**config.mk**
```make
export PLATFORM = sky130hd
export DESIGN_NAME = operand_reader
export DESIGN_NICKNAME = d
export VERILOG_FILES = /design/src/rtl/operand_reader.sv
export SDC_FILE = /design/constraint.sdc
export NUM_CORES = 1
export LEC_CHECK = 0
export CAP_MARGIN = 0
export CORE_ASPECT_RATIO = 2
export CORE_MARGIN = 5
export CORE_UTILIZATION = 37
export CTS_CLUSTER_SIZE = 12
export DETAILED_ROUTE_END_ITERATION = 8
export GPL_ROUTABILITY_DRIVEN = 1
export PLACE_DENSITY = 0.8
export SYNTH_ARGS = -nofsm -noshare
export SYNTH_HDL_FRONTEND = slang
export SYNTH_SLANG_ARGS = --single-unit
```
**constraint.sdc**
```tcl
create_clock -name clock -period 1.4 [get_ports clock]
set_input_delay 0.21 -clock clock [delete_from_list [all_inputs] [get_ports clock]]
set_output_delay 0.21 -clock clock [all_outputs]
set_load 0.005 [all_outputs]
```
**src/rtl/operand_reader.sv**
```systemverilog
// Read-side operand sequencer for the 16 x 32 register bank: one or two reads over a single
// synchronous read port, Ra masking in base-address mode. Optional write forwarding: OPERAND_FWD_EN.
module operand_reader #(
    parameter int DATA_WIDTH = 32,
    parameter int ADDR_WIDTH = 4
) (
    input  logic                  clock,
    input  logic                  clear,
    input  logic                  req_valid,
    output logic                  req_ready,
    input  logic [ADDR_WIDTH-1:0] req_ra,
    input  logic [ADDR_WIDTH-1:0] req_rb,
    input  logic                  req_two,
    input  logic                  req_baout,
    output logic                  rf_rd_en,
    output logic [ADDR_WIDTH-1:0] rf_rd_addr,
    input  logic [DATA_WIDTH-1:0] rf_rd_data,
`ifdef OPERAND_FWD_EN
    input  logic                  rf_wr_en,
    input  logic [ADDR_WIDTH-1:0] rf_wr_addr,
    input  logic [DATA_WIDTH-1:0] rf_wr_data,
`endif
    output logic                  op_valid,
    input  logic                  op_ready,
    output logic [DATA_WIDTH-1:0] op_a,
    output logic [DATA_WIDTH-1:0] op_b,
    output logic                  busy
);

    typedef enum logic [2:0] {
        IDLE    = 3'd0,
        ISSUE_A = 3'd1,
        ISSUE_B = 3'd2,
        CAP_A   = 3'd3,
        CAP_B   = 3'd4,
        OUT     = 3'd5
    } state_t;

    state_t                  state_reg, state_next;
    logic [ADDR_WIDTH-1:0]   ra_reg, rb_reg;
    logic                    two_reg, baout_reg;
    logic [DATA_WIDTH-1:0]   op_a_reg, op_b_reg;
    logic                    op_valid_reg;
    logic [DATA_WIDTH-1:0]   a_src, b_src, a_cap;

    // Capture sources: the bank's read data, or the same-edge write when it targets the captured index.
`ifdef OPERAND_FWD_EN
    assign a_src = (rf_wr_en && (rf_wr_addr == ra_reg)) ? rf_wr_data : rf_rd_data;
    assign b_src = (rf_wr_en && (rf_wr_addr == rb_reg)) ? rf_wr_data : rf_rd_data;
`else
    assign a_src = rf_rd_data;
    assign b_src = rf_rd_data;
`endif

    // Base-address mode: R0 as Ra reads as zero, overriding any forwarded value.
    assign a_cap = (baout_reg && (ra_reg == '0)) ? '0 : a_src;

    always_comb begin
        state_next = state_reg;
        req_ready  = 1'b0;
        rf_rd_en   = 1'b0;
        rf_rd_addr = '0;
        case (state_reg)
            IDLE: begin
                req_ready = 1'b1;
                if (req_valid) state_next = ISSUE_A;
            end
            ISSUE_A: begin
                rf_rd_en   = 1'b1;
                rf_rd_addr = ra_reg;
                state_next = two_reg ? ISSUE_B : CAP_A;
            end
            ISSUE_B: begin
                rf_rd_en   = 1'b1;
                rf_rd_addr = rb_reg;
                state_next = CAP_B;
            end
            CAP_A:   state_next = OUT;
            CAP_B:   state_next = OUT;
            OUT: begin
                if (op_ready) state_next = IDLE;
            end
            default: state_next = IDLE;
        endcase
    end

    // State shares the bank's falling edge so read data lands exactly one state later.
    always_ff @(negedge clock) begin
        if (clear) begin
            state_reg    <= IDLE;
            ra_reg       <= '0;
            rb_reg       <= '0;
            two_reg      <= 1'b0;
            baout_reg    <= 1'b0;
            op_a_reg     <= '0;
            op_b_reg     <= '0;
            op_valid_reg <= 1'b0;
        end else begin
            state_reg    <= state_next;
            op_valid_reg <= (state_next == OUT);
            case (state_reg)
                IDLE: begin
                    if (req_valid) begin
                        ra_reg    <= req_ra;
                        rb_reg    <= req_rb;
                        two_reg   <= req_two;
                        baout_reg <= req_baout;
                    end
                end
                ISSUE_B: op_a_reg <= a_cap;
                CAP_A: begin
                    op_a_reg <= a_cap;
                    op_b_reg <= '0;
                end
                CAP_B:   op_b_reg <= b_src;
                default: ;
            endcase
        end
    end

    assign op_valid = op_valid_reg;
    assign op_a     = op_a_reg;
    assign op_b     = op_b_reg;
    assign busy     = (state_reg != IDLE);

endmodule

```
# Word-level counts from Yosys, hierarchy flattened
# Index checks and enable logic that the tools add are counted.
dict set report word_totals {
  register_bits 78
  input_bits 46
}
dict set report classes {
  eq_ne 6
  muxes 9
  reduce_logical 9
}
# cell count
set op_table {}
lappend op_table {{one-hot mux 32 bit (2 select lines)} 1}
lappend op_table {{two-way mux 32 bit} 1}
lappend op_table {{one-hot mux 3 bit (5 select lines)} 1}
lappend op_table {{equality test 3 bit, second input constant} 3}
lappend op_table {{one-hot mux 4 bit (2 select lines)} 1}
lappend op_table {{equality test 3 x 2 -> 1 bit, second input constant} 2}
lappend op_table {{two-way mux 3 bit} 2}
lappend op_table {{OR reduction 2 bit} 3}
lappend op_table {{zero test 4 bit} 1}
lappend op_table {{equality test 3 x 1 -> 1 bit, second input constant} 1}
lappend op_table {{zero test 3 bit} 1}
lappend op_table {{two-way mux 1 bit} 3}
lappend op_table {{nonzero test 3 bit} 1}
lappend op_table {{AND reduction 2 bit} 1}
lappend op_table {{nonzero test 2 bit} 1}
lappend op_table {{logical AND 1 bit} 1}

# Depth between registers and ports, before layout
# Gate-level depths: netlist of the first run.
dict set report logic_depth {
  depth_word 4
  depth_mapped 5
}

==> impl_metrics.py, run 1 <==
metrics = {
    "status": {
        "outcome": "complete, but fails checks",
        "violations": "negative setup slack",
    },
    "sta": {
        "fin_worst_skew_ns": 0.0223,
        "rsz0062_at_grt": "true",
        "maxSlewViolCount": 0,
        "finalSetupViolations": 148,
        "whs_ns": 0.458,
        "finalHoldViolations": 0,
        "worst_pin_slew_ns": 0.248,
        "relSlewSlack_pct": 83.5,
        "worst_slack_ns": -0.982,
    },
    "yosys": {
        "synth.most_common_cell": "dfxtp_1",
        "synth_ff_type": "dfxtp_1",
        "synth_top_family_by_area": "compound AO/OA/AOI/OAI gates",
        "synth.area.mux_share_pct": 0,
        "synth_top_cells_by_count": "dfxtp_1 (78), a22o_1 (64), nand2_1 (21)",
        "yosys.area_share.simple_pct": 8.85,
        "synth_top_area_cell": "dfxtp_1",
        "synth_seq_area_share_pct": 59.1,
        "synth_fa_ha_area_share_pct": 0,
        "synth_top_area_share_pct": 59.1,
        "synth_compound_area_share_pct": 27.2,
        "synth.avg_cell_area_um2": 11.6,
        "ys_seq_elements": 78,
        "yosysWarnings": 0,
        "synth_edf_count": 0,
        "synthXorXnorAreaFrac_pct": 0,
        "synth-async-reset-ratio_pct": 0,
        "synth.distinct_cells": 27,
        "synthCells": 227,
        "synth_nets": 273,
        "synth_area_mm2": 0.00264,
        "synthTopCellsByArea": "dfxtp_1 (59%), a22o_1 (21%), nand2_1 (3.0%)",
    },
    "critical_path": {
        "end_kind": "primary output",
        "critPathMaxFanout": 5,
        "r2r_slack_ns": -0.27,
        "endpoint": "rf_rd_addr[0]",
        "slowest_delay_ns": 0.38,
        "worstPathArrival_ns": 2.17,
        "crit_chain": "nor2b_4, buf_6, buf_4, a22oi_2, nor2_1, buf_2",
        "timing.rr.start": "state_reg[0]",
        "crit_buf_inv": 3,
        "crit_start": "state_reg[1]",
        "start_kind": "flip-flop",
        "crit_family": "flip-flops",
        "r2r_end": "baout_reg",
        "required_ns": 1.19,
        "critical_path_class": "flip-flop to primary output",
        "ff2ff_path_depth": 7,
        "worst-path-stages": 6,
        "cp_slowest_cell": "dfxtp_4",
    },
    "drt": {
        "first_pass_iters": 4,
        "wl_met1_um": 3700,
        "via_per_inst": 5.02,
        "drc_errors": 0,
        "wl_met2_um": 6200,
        "dr.first_iter.drc_count": 144,
        "vias": 2954,
        "wl_um": 10800,
        "detail_route.wl_per_cell_um": 18.3,
        "antenna_left": 0,
        "topRoutingLayerUsed": "met4",
        "wl_met3_um": 464,
    },
    "final_layout": {
        "seqCellArea_mm2": 0.00165,
        "insertedDiodeCount": 0,
        "final_nets": 540,
        "multi_input_area_mm2": 0.00110,
        "syn2layout_area_growth_pct": 105,
        "num-fill-cells": 419,
        "drive_gt1_share_pct": 53.8,
        "fin_area_mm2": 0.00542,
        "fin_util_pct": 78.1,
    },
    "floorplan": {
        "dieArea_mm2": 0.00904,
        "die_x_um": 69.8,
        "die_h_um": 130,
        "rows": 43,
        "ioPinCount": 118,
        "coreArea_mm2": 0.00694,
        "start_util_pct": 38.1,
    },
    "clock_network": {
        "h-tree-depth": 3,
        "cts_root_buffer": "clkbuf_16",
        "cts_tree": "done",
        "clkTransAtPathRegs_ns": 0.05,
        "cts.sinks": 78,
        "ctsHoldBuffers": 0,
        "cts_buffers": 9,
        "clk_path_buf_depth": 2,
        "clkLatencyLatePin_ns": 0.41,
    },
    "global_routing": {
        "antenna_found_initial": 0,
        "grt-ovfl-total": 0,
        "grt_max_degree": 19,
        "grt_pass1_vias": 3332,
        "grt_pass1_wl_um": 16100,
        "grt_usage_pct": 23.1,
    },
    "power": {
        "peakVddDrop_mv": 0.815,
        "leakage_nw": 2.71,
        "power.density_mw_per_mm2": 1320,
    },
    "placement": {
        "place_hpwl_um": 5770,
        "routabilityCongestion": 0.823,
        "pre_cts_slack_ns": -0.924,
        "placed_area_mm2": 0.00419,
        "port_buffers": 117,
    },
    "job": {
        "drv_cap": 0,
    },
    "min_path": {
        "min_path_type": "flip-flop to flip-flop",
    },
}
[timing repair]
action | 4_1_cts | 5_1_grt
endpoints found under the setup margin | 150 | 148
pin swaps | 25 | 35
setup buffers | 28 | 10
endpoints found under the hold margin | 0 | 0
gates cloned | 9 | 0
resized for setup | 434 | 48
[worst min path at each step]
stage | start | to | slack [ns] | depth (start not counted)
after floorplan | two_reg | two_reg | 0.43 | 2
after global placement | rb_reg[1] | rb_reg[1] | 0.44 | 2
after detailed placement | rb_reg[1] | rb_reg[1] | 0.45 | 2
after CTS | two_reg | two_reg | 0.45 | 2
after global routing | op_a[28] | op_a[28] | 0.47 | 1
final | op_a[28] | op_a[28] | 0.46 | 1
[power breakdown]
part           switching (mW)  internal (mW)
Clock                    1.58           1.85
Combinational           0.476          0.752
Sequential             0.0986           2.38
[cells by family (layout without fill, tap and decap cells)]
kind of cell	count (synthesis)	in the layout
AO/OA/AOI/OAI	87	87
AND/OR/NAND/NOR	41	41
flip-flops	78	78
buffers and inverters	21	292
[layout by cell type (no fill, tap or decap), drive strengths merged]
| cell type | instances |
|---|---|
| clkdlybuf4s50 | 42 |
| clkbuf | 9 |
| or4b | 1 |
| o21ai | 1 |
| nor4 | 1 |
| inv | 81 |
| or3b | 1 |
| buf | 156 |
| dfxtp | 78 |
| nor2 | 6 |
| a22oi | 4 |
| nand2 | 21 |
| or3 | 1 |
| o21ba | 1 |
| clkinv | 2 |
| nor4b | 2 |
| nor2b | 4 |
| nor4bb | 1 |
| a22o | 64 |
| a2111oi | 1 |
| nor3 | 1 |
| a311o | 1 |
| a21o | 1 |
| nor3b | 2 |
| bufinv | 2 |
| a21oi | 14 |
[through the flow]
step	TNS (ns)	std cells	total power, mW
2_1_floorplan	-30.91	227	3.15
3_5_place_dp	-93.15	454	3.72
4_1_cts	-39.57	583	7.06
5_1_grt	-46.75	588	7.54
3_3_place_gp	-92.06	454	3.70
6_report	-42.35	588	7.13
[layer usage]
| metal | vias up | GRT usage [%] |
|---|---|---|
| met2 | 104 | 42.2 |
| met4 | 0 | 16.6 |
| met5 | - | 0 |
| li1 | 1385 | - |
| met3 | 31 | 8.23 |
| met1 | 1434 | 20.6 |
[cell type report]
class / count / share of cell area, %
clock inverters: 84 / 6.97
inverters: 1 / 0.0692
multi-input cells: 128 / 20.4
clock buffers: 9 / 4.15
flip-flops and latches: 78 / 30.4
repair buffers: 198 / 35.9
well taps: 90 / 2.08
Note: power is estimated with default switching activity, not from simulation.
==> inputs of run 2 (changes only) <==
--- a/config.mk
+++ b/config.mk
@@ -9,10 +9,12 @@
 export CORE_ASPECT_RATIO = 2
 export CORE_MARGIN = 5
 export CORE_UTILIZATION = 37
+export CTS_BUF_LIST = sky130_fd_sc_hd__clkbuf_16
 export CTS_CLUSTER_SIZE = 12
 export DETAILED_ROUTE_END_ITERATION = 8
 export GPL_ROUTABILITY_DRIVEN = 1
 export PLACE_DENSITY = 0.8
+export SLEW_MARGIN = 20
 export SYNTH_ARGS = -nofsm -noshare
 export SYNTH_HDL_FRONTEND = slang
 export SYNTH_SLANG_ARGS = --single-unit
==> results of run 2 <==
Final layout, timing and power as in run 1 (identical DEF).
